$ cat src/rtl/rom_pattern_loader_pkg.sv
// Shared types and defaults for the boot-time ROM pattern loader.
package rom_pattern_loader_pkg;

  typedef enum logic [1:0] {
    MODE_ALT  = 2'd0,
    MODE_INC  = 2'd1,
    MODE_FILL = 2'd2,
    MODE_WALK = 2'd3
  } mode_e;

  typedef logic [2:0] state_t;

  localparam state_t StIdle    = 3'd0;
  localparam state_t StStart   = 3'd1;
  localparam state_t StReq     = 3'd2;
  localparam state_t StWaitAck = 3'd3;
  localparam state_t StWaitRel = 3'd4;
  localparam state_t StDone    = 3'd5;
  localparam state_t StErr     = 3'd6;

  localparam logic [15:0] DefaultHeaderWord = 16'hEA87;

  // States in which a session owns the loader port.
  function automatic logic is_active(state_t s);
    return (s == StStart) || (s == StReq) || (s == StWaitAck) || (s == StWaitRel);
  endfunction

endpackage

$ cat src/rtl/rom_pattern_loader_if.sv
// ROM loader port: 4-phase sck/ack handshake carrying one word per request.
interface rom_pattern_loader_if #(
  parameter int unsigned DATA_WIDTH = 16
) ();

  logic                  load;
  logic [DATA_WIDTH-1:0] data;
  logic                  sck;
  logic                  ack;

  modport master (
    output load,
    output data,
    output sck,
    input  ack
  );

  modport slave (
    input  load,
    input  data,
    input  sck,
    output ack
  );

endinterface

$ cat src/rtl/rom_pattern_gen.sv
// Combinational test-pattern source: (mode, index, count) -> ROM word.
module rom_pattern_gen
  import rom_pattern_loader_pkg::*;
#(
  parameter int unsigned           DATA_WIDTH  = 16,
  parameter int unsigned           CW          = 16,
  parameter logic [DATA_WIDTH-1:0] HEADER_WORD = DATA_WIDTH'(DefaultHeaderWord),
  parameter logic [DATA_WIDTH-1:0] FILL_WORD   = '0
) (
  input  mode_e                 mode_i,
  input  logic [CW-1:0]         index_i,
  input  logic [CW-1:0]         count_i,
  output logic [DATA_WIDTH-1:0] word_o
);

  localparam logic [DATA_WIDTH-1:0] OneHot0 = {{(DATA_WIDTH-1){1'b0}}, 1'b1};

  always_comb begin
    word_o = '0;
    unique case (mode_i)
      MODE_ALT: begin
        // Parity of (count - index) is just the XOR of the two LSBs.
        if (index_i == '0) begin
          word_o = HEADER_WORD;
        end else if (count_i[0] ^ index_i[0]) begin
          word_o = '1;
        end else begin
          word_o = '0;
        end
      end
      MODE_INC:  word_o = DATA_WIDTH'(index_i);
      MODE_FILL: word_o = FILL_WORD;
      MODE_WALK: word_o = OneHot0 << (index_i % CW'(DATA_WIDTH));
    endcase
  end

endmodule

$ cat src/rtl/rom_pattern_loader.sv
// Streams a selectable test pattern into the ROM loader over a 4-phase handshake.
// Optional ROM_LOADER_CHECKSUM_EN adds a running XOR of acknowledged words.
module rom_pattern_loader
  import rom_pattern_loader_pkg::*;
#(
  parameter int unsigned           DATA_WIDTH  = 16,
  parameter int unsigned           MAX_WORDS   = 32768,
  parameter logic [DATA_WIDTH-1:0] HEADER_WORD = DATA_WIDTH'(DefaultHeaderWord),
  parameter logic [DATA_WIDTH-1:0] FILL_WORD   = '0,
  parameter int unsigned           ACK_TIMEOUT = 1024
) (
  input  logic                               clk,
  input  logic                               reset,
  input  logic                               run,
  input  logic [1:0]                         mode,
  input  logic [$clog2(MAX_WORDS+1)-1:0]     word_count,
  output logic                               busy,
  output logic                               done_loading,
  output logic                               timeout_err,
`ifdef ROM_LOADER_CHECKSUM_EN
  output logic [DATA_WIDTH-1:0]              checksum,
`endif
  rom_pattern_loader_if.master               rom_loader
);

  localparam int unsigned CW = $clog2(MAX_WORDS + 1);
  localparam int unsigned TW = $clog2(ACK_TIMEOUT + 1);

  state_t                state_q, state_d;
  mode_e                 mode_q, mode_d;
  logic [CW-1:0]         count_q, count_d;
  logic [CW-1:0]         index_q, index_d;
  logic [TW-1:0]         timer_q, timer_d;
  logic                  was_run_q;
  logic                  active_q, active_d;
  logic                  sck_q, sck_d;
  logic [DATA_WIDTH-1:0] data_q, data_d;
  logic                  done_q, done_d;
  logic                  err_q, err_d;
  logic [DATA_WIDTH-1:0] gen_word;
  logic                  run_rise;
  logic                  timer_last;
  logic                  start_go;

  assign run_rise   = run & ~was_run_q;
  assign timer_last = (timer_q == TW'(ACK_TIMEOUT - 1));

  always_comb begin
    state_d  = state_q;
    mode_d   = mode_q;
    count_d  = count_q;
    index_d  = index_q;
    done_d   = done_q;
    err_d    = err_q;
    start_go = 1'b0;

    case (state_q)
      StIdle, StDone, StErr: begin
        if (run_rise) begin
          start_go = 1'b1;
          state_d  = StStart;
          mode_d   = mode_e'(mode);
          count_d  = (word_count > CW'(MAX_WORDS)) ? CW'(MAX_WORDS) : word_count;
          index_d  = '0;
          done_d   = 1'b0;
          err_d    = 1'b0;
        end
      end
      StStart: state_d = (count_q == '0) ? StDone : StReq;
      StReq:   state_d = StWaitAck;
      StWaitAck: begin
        // A same-cycle ack beats the timeout.
        if (rom_loader.ack) begin
          state_d = StWaitRel;
        end else if (timer_last) begin
          state_d = StErr;
        end
      end
      StWaitRel: begin
        if (!rom_loader.ack) begin
          index_d = index_q + CW'(1);
          state_d = (index_d == count_q) ? StDone : StReq;
        end else if (timer_last) begin
          state_d = StErr;
        end
      end
      default: state_d = StIdle;
    endcase

    if (is_active(state_q) && !run) begin
      state_d = StIdle;
      index_d = '0;
    end

    if (state_d == StDone && state_q != StDone) done_d = 1'b1;
    if (state_d == StErr) err_d = 1'b1;

    active_d = is_active(state_d);
    sck_d    = (state_d == StReq) || (state_d == StWaitAck);

    if (state_d != state_q) begin
      timer_d = '0;
    end else if (timer_last) begin
      timer_d = timer_q;
    end else begin
      timer_d = timer_q + TW'(1);
    end
  end

  rom_pattern_gen #(
    .DATA_WIDTH  (DATA_WIDTH),
    .CW          (CW),
    .HEADER_WORD (HEADER_WORD),
    .FILL_WORD   (FILL_WORD)
  ) u_gen (
    .mode_i  (mode_q),
    .index_i (index_d),
    .count_i (count_q),
    .word_o  (gen_word)
  );

  // Data is captured on REQ entry so it launches together with sck.
  always_comb begin
    data_d = data_q;
    if (state_d == StReq && state_q != StReq) data_d = gen_word;
  end

  always_ff @(posedge clk) begin
    if (reset) begin
      state_q   <= StIdle;
      mode_q    <= MODE_ALT;
      count_q   <= '0;
      index_q   <= '0;
      timer_q   <= '0;
      was_run_q <= 1'b0;
      active_q  <= 1'b0;
      sck_q     <= 1'b0;
      data_q    <= '0;
      done_q    <= 1'b0;
      err_q     <= 1'b0;
    end else begin
      state_q   <= state_d;
      mode_q    <= mode_d;
      count_q   <= count_d;
      index_q   <= index_d;
      timer_q   <= timer_d;
      was_run_q <= run;
      active_q  <= active_d;
      sck_q     <= sck_d;
      data_q    <= data_d;
      done_q    <= done_d;
      err_q     <= err_d;
    end
  end

`ifdef ROM_LOADER_CHECKSUM_EN
  logic [DATA_WIDTH-1:0] csum_q, csum_d;

  always_comb begin
    csum_d = csum_q;
    if (start_go) begin
      csum_d = '0;
    end else if (state_q == StWaitAck && state_d == StWaitRel) begin
      csum_d = csum_q ^ data_q;
    end
  end

  always_ff @(posedge clk) begin
    if (reset) begin
      csum_q <= '0;
    end else begin
      csum_q <= csum_d;
    end
  end

  assign checksum = csum_q;
`endif

  assign busy            = active_q;
  assign done_loading    = done_q;
  assign timeout_err     = err_q;
  assign rom_loader.load = active_q;
  assign rom_loader.sck  = sck_q;
  assign rom_loader.data = data_q;

endmodule

$ cat src/flat_wrapper.sv
// flat-port wrapper written by rule: the top's interface ports become plain ports
module rom_pattern_loader_flat import rom_pattern_loader_pkg::*;
#(
  parameter int unsigned           DATA_WIDTH  = 16,
  parameter int unsigned           MAX_WORDS   = 32768,
  parameter logic [DATA_WIDTH-1:0] HEADER_WORD = DATA_WIDTH'(DefaultHeaderWord),
  parameter logic [DATA_WIDTH-1:0] FILL_WORD   = '0,
  parameter int unsigned           ACK_TIMEOUT = 1024
)
  (clk, reset, run, mode, word_count, busy, done_loading, timeout_err, rom_loader_load, rom_loader_data, rom_loader_sck, rom_loader_ack);
  rom_pattern_loader_if #(.DATA_WIDTH(DATA_WIDTH)) rom_loader_i ();
  input  logic clk;
  input  logic reset;
  input  logic run;
  input  logic [1:0] mode;
  input  logic [$clog2(MAX_WORDS+1)-1:0] word_count;
  output logic busy;
  output logic done_loading;
  output logic timeout_err;
  output wire logic [$bits(rom_loader_i.load)-1:0] rom_loader_load;
  output wire logic [$bits(rom_loader_i.data)-1:0] rom_loader_data;
  output wire logic [$bits(rom_loader_i.sck)-1:0] rom_loader_sck;
  input wire logic [$bits(rom_loader_i.ack)-1:0] rom_loader_ack;
  assign rom_loader_load = rom_loader_i.load;
  assign rom_loader_data = rom_loader_i.data;
  assign rom_loader_sck = rom_loader_i.sck;
  assign rom_loader_i.ack = rom_loader_ack;
  rom_pattern_loader #(.DATA_WIDTH(DATA_WIDTH), .MAX_WORDS(MAX_WORDS), .HEADER_WORD(HEADER_WORD), .FILL_WORD(FILL_WORD), .ACK_TIMEOUT(ACK_TIMEOUT)) u_core (.clk(clk), .reset(reset), .run(run), .mode(mode), .word_count(word_count), .busy(busy), .done_loading(done_loading), .timeout_err(timeout_err), .rom_loader(rom_loader_i));
endmodule
$ cat config.mk
export PLATFORM = sky130hd
export DESIGN_NAME = rom_pattern_loader_flat
export DESIGN_NICKNAME = d
export VERILOG_FILES = /design/src/rtl/rom_pattern_loader_pkg.sv /design/src/rtl/rom_pattern_loader_if.sv /design/src/rtl/rom_pattern_gen.sv /design/src/rtl/rom_pattern_loader.sv /design/src/flat_wrapper.sv
export SDC_FILE = /design/constraint.sdc
export NUM_CORES = 1
export LEC_CHECK = 0
export CAP_MARGIN = 20
export CELL_PAD_IN_SITES_DETAIL_PLACEMENT = 0
export CELL_PAD_IN_SITES_GLOBAL_PLACEMENT = 1
export CORE_MARGIN = 8
export CORE_UTILIZATION = 35
export DETAILED_ROUTE_END_ITERATION = 10
export DONT_BUFFER_PORTS = 1
export GPL_TIMING_DRIVEN = 0
export PLACE_DENSITY = 0.7
export SLEW_MARGIN = 20
export SYNTH_ARGS = -nofsm -noshare
export SYNTH_HDL_FRONTEND = slang
export SYNTH_SLANG_ARGS = --single-unit
$ cat constraint.sdc
create_clock -name clk -period 3.1 [get_ports clk]
set_clock_uncertainty 0.1 [all_clocks]
set_input_delay 0.155 -clock clk [delete_from_list [all_inputs] [get_ports clk]]
set_output_delay 0.155 -clock clk [all_outputs]
set_load 0.01 [all_outputs]
# Word level (Yosys, flattened, before mapping)
# Index checks and enable logic that the tools add are counted.
# classes
n_bitwise,3
div,0
multipliers,0
shift,1
muxes,20
n_eq_ne,20
order_cmp,1
addsub,2
n_reduce_logical,24
# ops
operator,n
16-bit two-way mux,6
16-bit one-hot mux with 4 select lines,1
16-bit zero test,2
16-bit one-hot mux with 2 select lines,1
3-bit two-way mux,7
3-bit equality test (second input constant),6
16-bit by 1-bit adder with 16-bit output (second input constant),1
16-bit equality test,1
16-bit > comparator (second input constant),1
1-bit by 4-bit left shift with 16-bit output (first input constant),1
3-bit one-hot mux with 5 select lines,1
3-bit by 2-bit equality test with 1-bit output (second input constant),4
11-bit by 1-bit adder with 11-bit output (second input constant),1
11-bit by 10-bit equality test with 1-bit output (second input constant),1
2-bit nonzero test,4
1-bit logical OR,7
3-bit by 1-bit equality test with 1-bit output (second input constant),2
2-bit AND reduction,3
2-bit equality test (second input constant),2
1-bit two-way mux,4
1-bit logical AND,3
3-bit zero test,1
3-bit by 2-bit != test with 1-bit output (second input constant),1
3-bit != test,1
9 further kinds,9
# word_totals
ramBits,0
latchBits,0
word_cells,82
romBits,0
input_bits,22
reg_bits,69
n_memories,0
output_inout_bits,21

# Depth between registers and ports, before layout
# logic_depth
word_depth,10
ltp_mapped,11
mapped_depth_nobuf,9

# Modules after synthesis
# Synthesis repeated with hierarchy kept, for this count alone.
# unflattened
hier_cells,551
hier_area_um2,4443.0
# modules_own_cells
mod,cells_each,seq_area_each_um2,instances,area_each_um2
rom_pattern_loader,497,1381.3,1,4076.4
rom_pattern_gen,54,0.0,1,366.6

# Worst setup path after synthesis
# No wires, ideal clock.
# synth_path
path_kind,register to register
startpoint,reg u_core.index_q[1]
endpoint,reg u_core.timer_q[10]
stages_incl_launch_ff,11
n_path_buf,1
period_less_slack_ns,2.787
t_required_ns,2.872
setup_ns,0.128
slack_ns,0.313
arrival_time_ns,2.559
path_cell_list,dfxtp_1 ha_1 nand3_2 or3_4 o31a_1 or2_1 nor4_2 o2bb2ai_2 xnor2_1 buf_6 nor3_2
# synth_between
elab_chain_len,8
# synth_rtl
item,line_no,source
"start, declared",rom_pattern_loader.sv:32,"logic [CW-1:0] index_q, index_d;"
"start signal, assigned",rom_pattern_loader.sv:145,index_q <= index_d;
16-bit by 1-bit adder with 16-bit output,rom_pattern_loader.sv:81,index_d = index_q + CW'(1);
16-bit equality test,rom_pattern_loader.sv:82,state_d = (index_d == count_q) ? StDone : StReq;
3-bit two-way mux,rom_pattern_loader.sv:82,
3-bit two-way mux,rom_pattern_loader.sv:80,if (!rom_loader.ack) begin
3-bit one-hot mux with 5 select lines,rom_pattern_loader.sv:57,case (state_q)
3-bit two-way mux,rom_pattern_loader.sv:90,if (is_active(state_q) && !run) begin
3-bit != test,rom_pattern_loader.sv:101,if (state_d != state_q) begin
2-bit OR reduction (no source line),n/a,
"end signal, assigned",rom_pattern_loader.sv:146,timer_q <= timer_d;
"end, declared",rom_pattern_loader.sv:33,"logic [TW-1:0] timer_q, timer_d;"
# No other way between the ends.
# A chain may end at the register's enable or synchronous reset.

# Worst setup path in the final report
# layout_path
startpoint,reg u_core.index_q[5]
endpoint,reg u_core.timer_q[10]
# Same word-level chain as after synthesis.

==> out/metrics.cfg <==
[route]
ant_nets=0
avgViaCountPerCell=5.927
drc=0
wl_per_cell_um=18.82
vias=4700
drt_iter0_markers=306
first_pass_iters=5
wirelength_um=14930

[synth]
yosysWarnings=0
synth.avg_cell_area_um2=8.045
netlist_area_mm2=0.004642
async_reset_ff_share_pct=0
ys_types=85
synth_top_area_share_pct=29.76
synth_edf_count=0
synth_top_area_cell=dfxtp_1
yosysSeqAreaShare_pct=29.76
synth-seq-cells=69
ys.flop_type=dfxtp_1
syn-instance-count=577
synth_area_leaders=dfxtp_1 30%, nor2_1 4.8%, nor3_1 3.9%
synth_nets=601

[power]
ir_drop_v=0.0002675
total_power_uw=3559
power.leakage_uw=0.001899
power_density_mw_per_mm2=624.7

[global_routing]
track_usage_pct=16.60
grt_max_degree=14
grt_pass1_vias=4387
grt_overflow=0
grt_pass1_wl_um=23460
grt_antenna_before_repair=0

[final_layout]
drive_above_1_share_pct=20.26
area_growth_pct=22.72
fin_nets=636
fin_util_pct=43.54
final_common_cell=dfxtp_1
final_cell_mix=65 x dfxtp_1, 57 x nor2_1, 37 x nand2_1
diodes=0

[sta]
period_needed_ns=3.054
setup_viol=0
slew_viol_final=0
hold_viol_final=0
slew_headroom_pct=51.65
setup_slack_ns=0.04641
fin_crit_sh_pct=98.50
grt_setup_unrepaired=true
fmax_mhz=327.5
worst_pin_slew_ns=0.7252

[critical_path]
arrival_ns=3.18
reg2regPathDepth=11
cp_top_family=simple AND/OR/NAND/NOR gates
regToRegStartpoint=u_core.index_q[5]$_SDFF_PP0_
worstPathRequired_ns=3.22
critPathSlowestCell=or3_4
r2r_slack_ns=0.05
endpoint_kind=flip-flop
path_buf_inv=3
cp-endpoint=u_core.timer_q[10]$_SDFFE_PP0N_
r2r_end=u_core.timer_q[10]$_SDFFE_PP0N_
slowest_delay_ns=0.41
path_max_fanout=10
worst-path-stages=11
cp-start-kind=flip-flop
worstSetupPathType=flip-flop to flip-flop
cp-startpoint=u_core.index_q[5]$_SDFF_PP0_
crit_path_cell_trace=buf_2, nand3_4, buf_4, or3_4, o31a_1, or2_1, nor4_4, o2bb2ai_4, xnor2_2, buf_6, nor3_2

[job]
cap_violations=0

[clock_network]
cts_buffers=9
cts_buffer_depth=2
tritoncts=yes
h-tree-depth=3
root_buffer=clkbuf_16
cts_sinks=69
insertion_delay_ns=0.35
clkTransAtPathRegs_ns=0.06

[placed_design]
pre_cts_slack_ns=-0.2804
post-dp-hpwl_um=10930
portBuffers=0
gp_congestion=0.9241

[floorplan]
dieArea_mm2=0.01720
core_mm2=0.01309
fp.dieW_um=131.2
initial_utilization_pct=35.48
rows=42
die_h_um=131.2
io_pins=43

[min_path]
hold_path_class=input port to flip-flop

[status]
status=finished, final reports clean

-- through the flow --
stage | setup TNS (ns) | instances | hold slack (ns) | area [µm²]
CTS | 0 | 786 | 0.006108 | 5374
global route | -0.5788 | 793 | 0.02354 | 5697
finish | 0 | 793 | 0.02059 | 5697
floorplan | 0 | 577 | 0.1431 | 4642
detailed placement | -4.173 | 753 | 0.1567 | 4862
global placement | -3.658 | 753 | 0.1541 | 4862
-- power breakdown --
part           total [µW]  internal [µW]  switching [µW]  leakage, µW
sequential           1160           1020             142     0.000562
clock                1040            626             414     0.000146
combinational        1360            519             842      0.00119
total                3560           2160            1400      0.00190
-- worst reg2reg max path, stage by stage (launching register included) --
cell and delay (ns):
dfxtp_1 0.30, buf_2 0.19, nand3_4 0.15, buf_4 0.18, or3_4 0.41, o31a_1 0.33
or2_1 0.32, nor4_4 0.32, o2bb2ai_4 0.21, xnor2_2 0.17, buf_6 0.20, nor3_2 0.06
-- cell usage after synthesis, types with 4 or more instances --
| cell type | n |
|---|---|
| nand2_1 | 37 |
| a21o_1 | 7 |
| nor3_1 | 36 |
| nor2b_1 | 5 |
| nand2b_1 | 7 |
| nor2_1 | 59 |
| o22ai_1 | 4 |
| o32ai_1 | 10 |
| and2_1 | 6 |
| nor4_1 | 13 |
| nand3_1 | 14 |
| and3_1 | 5 |
| dfxtp_1 | 69 |
| a221oi_1 | 7 |
| o21ai_0 | 19 |
| a22oi_1 | 13 |
| a211oi_1 | 7 |
| nand4_1 | 11 |
| a31oi_1 | 7 |
| or3_1 | 4 |
| xor2_1 | 12 |
| a21oi_1 | 24 |
| o21ai_1 | 5 |
| clkbuf_1 | 24 |
| xnor2_1 | 18 |
| inv_1 | 28 |
| mux2i_1 | 4 |
| nor3b_1 | 5 |
| a2111oi_0 | 7 |
| buf_2 | 14 |
| nor3_2 | 11 |
-- registers in the layout, summed over array words and instances (netlist names) --
register,flops
u_core.was_run_q,1
u_core.index_q,16
u_core.rom_loader.data,16
u_core.timer_q,11
u_core.count_q,16
u_core.state_q,3
u_core.mode_q,2
u_core.busy,1
u_core.rom_loader.sck,1
u_core.done_loading,1
u_core.timeout_err,1
-- routing by layer --
metal  track usage [%]  up-vias  routed length (µm)  part of all wire [%]
met1             19.93     2294                6371                    43
met3             3.849       35                 839                   5.6
met2             28.07      147                7307                    49
met4             6.520        0                 407                   2.7
met5                 0        -                   0                     0
li1                  -     2224                   -                     -
-- what timing repair did --
action,4_1_cts,5_1_grt
setup endpoints to repair,31,29
endpoints found under the hold margin,21,0
hold buffers,15,0
gates resized for setup,10,59
pin swaps,1,19
buffers inserted,2,12
-- worst min-delay path by stage --
stage | depth (start not counted) | slack, ns | from | endpoint
2_1_floorplan | 1 | 0.14 | reset | u_core.state_q[1]$_SDFF_PP0_
6_report | 3 | 0.02 | word_count[6] | u_core.count_q[6]$_SDFFE_PP0P_
3_5_place_dp | 1 | 0.16 | reset | u_core.state_q[1]$_SDFF_PP0_
4_1_cts | 3 | 0.006 | word_count[13] | u_core.count_q[13]$_SDFFE_PP0P_
5_1_grt | 3 | 0.02 | word_count[11] | u_core.count_q[11]$_SDFFE_PP0P_
3_3_place_gp | 1 | 0.15 | reset | u_core.state_q[1]$_SDFF_PP0_
-- cell type report --
| type | count | area (µm²) |
|---|---|---|
| Fill cell | 1294 | 7388 |
| Multi-Input combinational cell | 435 | 3203 |
| Sequential cell | 69 | 1389 |
| Timing Repair Buffer | 29 | 255.2 |
| Clock buffer | 9 | 225.2 |
| Buffer | 40 | 225.2 |
| Tap cell | 176 | 220.2 |
| Inverter | 28 | 105.1 |
| Clock inverter | 7 | 73.82 |
-- kinds of logic (layout without fill, tap and decap cells) --
family	count (synthesis)	in the layout	share of synthesized area, %
AOI/OAI and AO/OA	154	154	25.63
adders and majority gates	3	3	0.7546
buffers and inverters	73	113	6.846
xor gates and xnor gates	30	30	5.660
DFF	69	69	29.76
and+or+nand+nor	244	244	30.49
muxes	4	4	0.8626
Note: power is estimated with default switching activity, not from simulation.
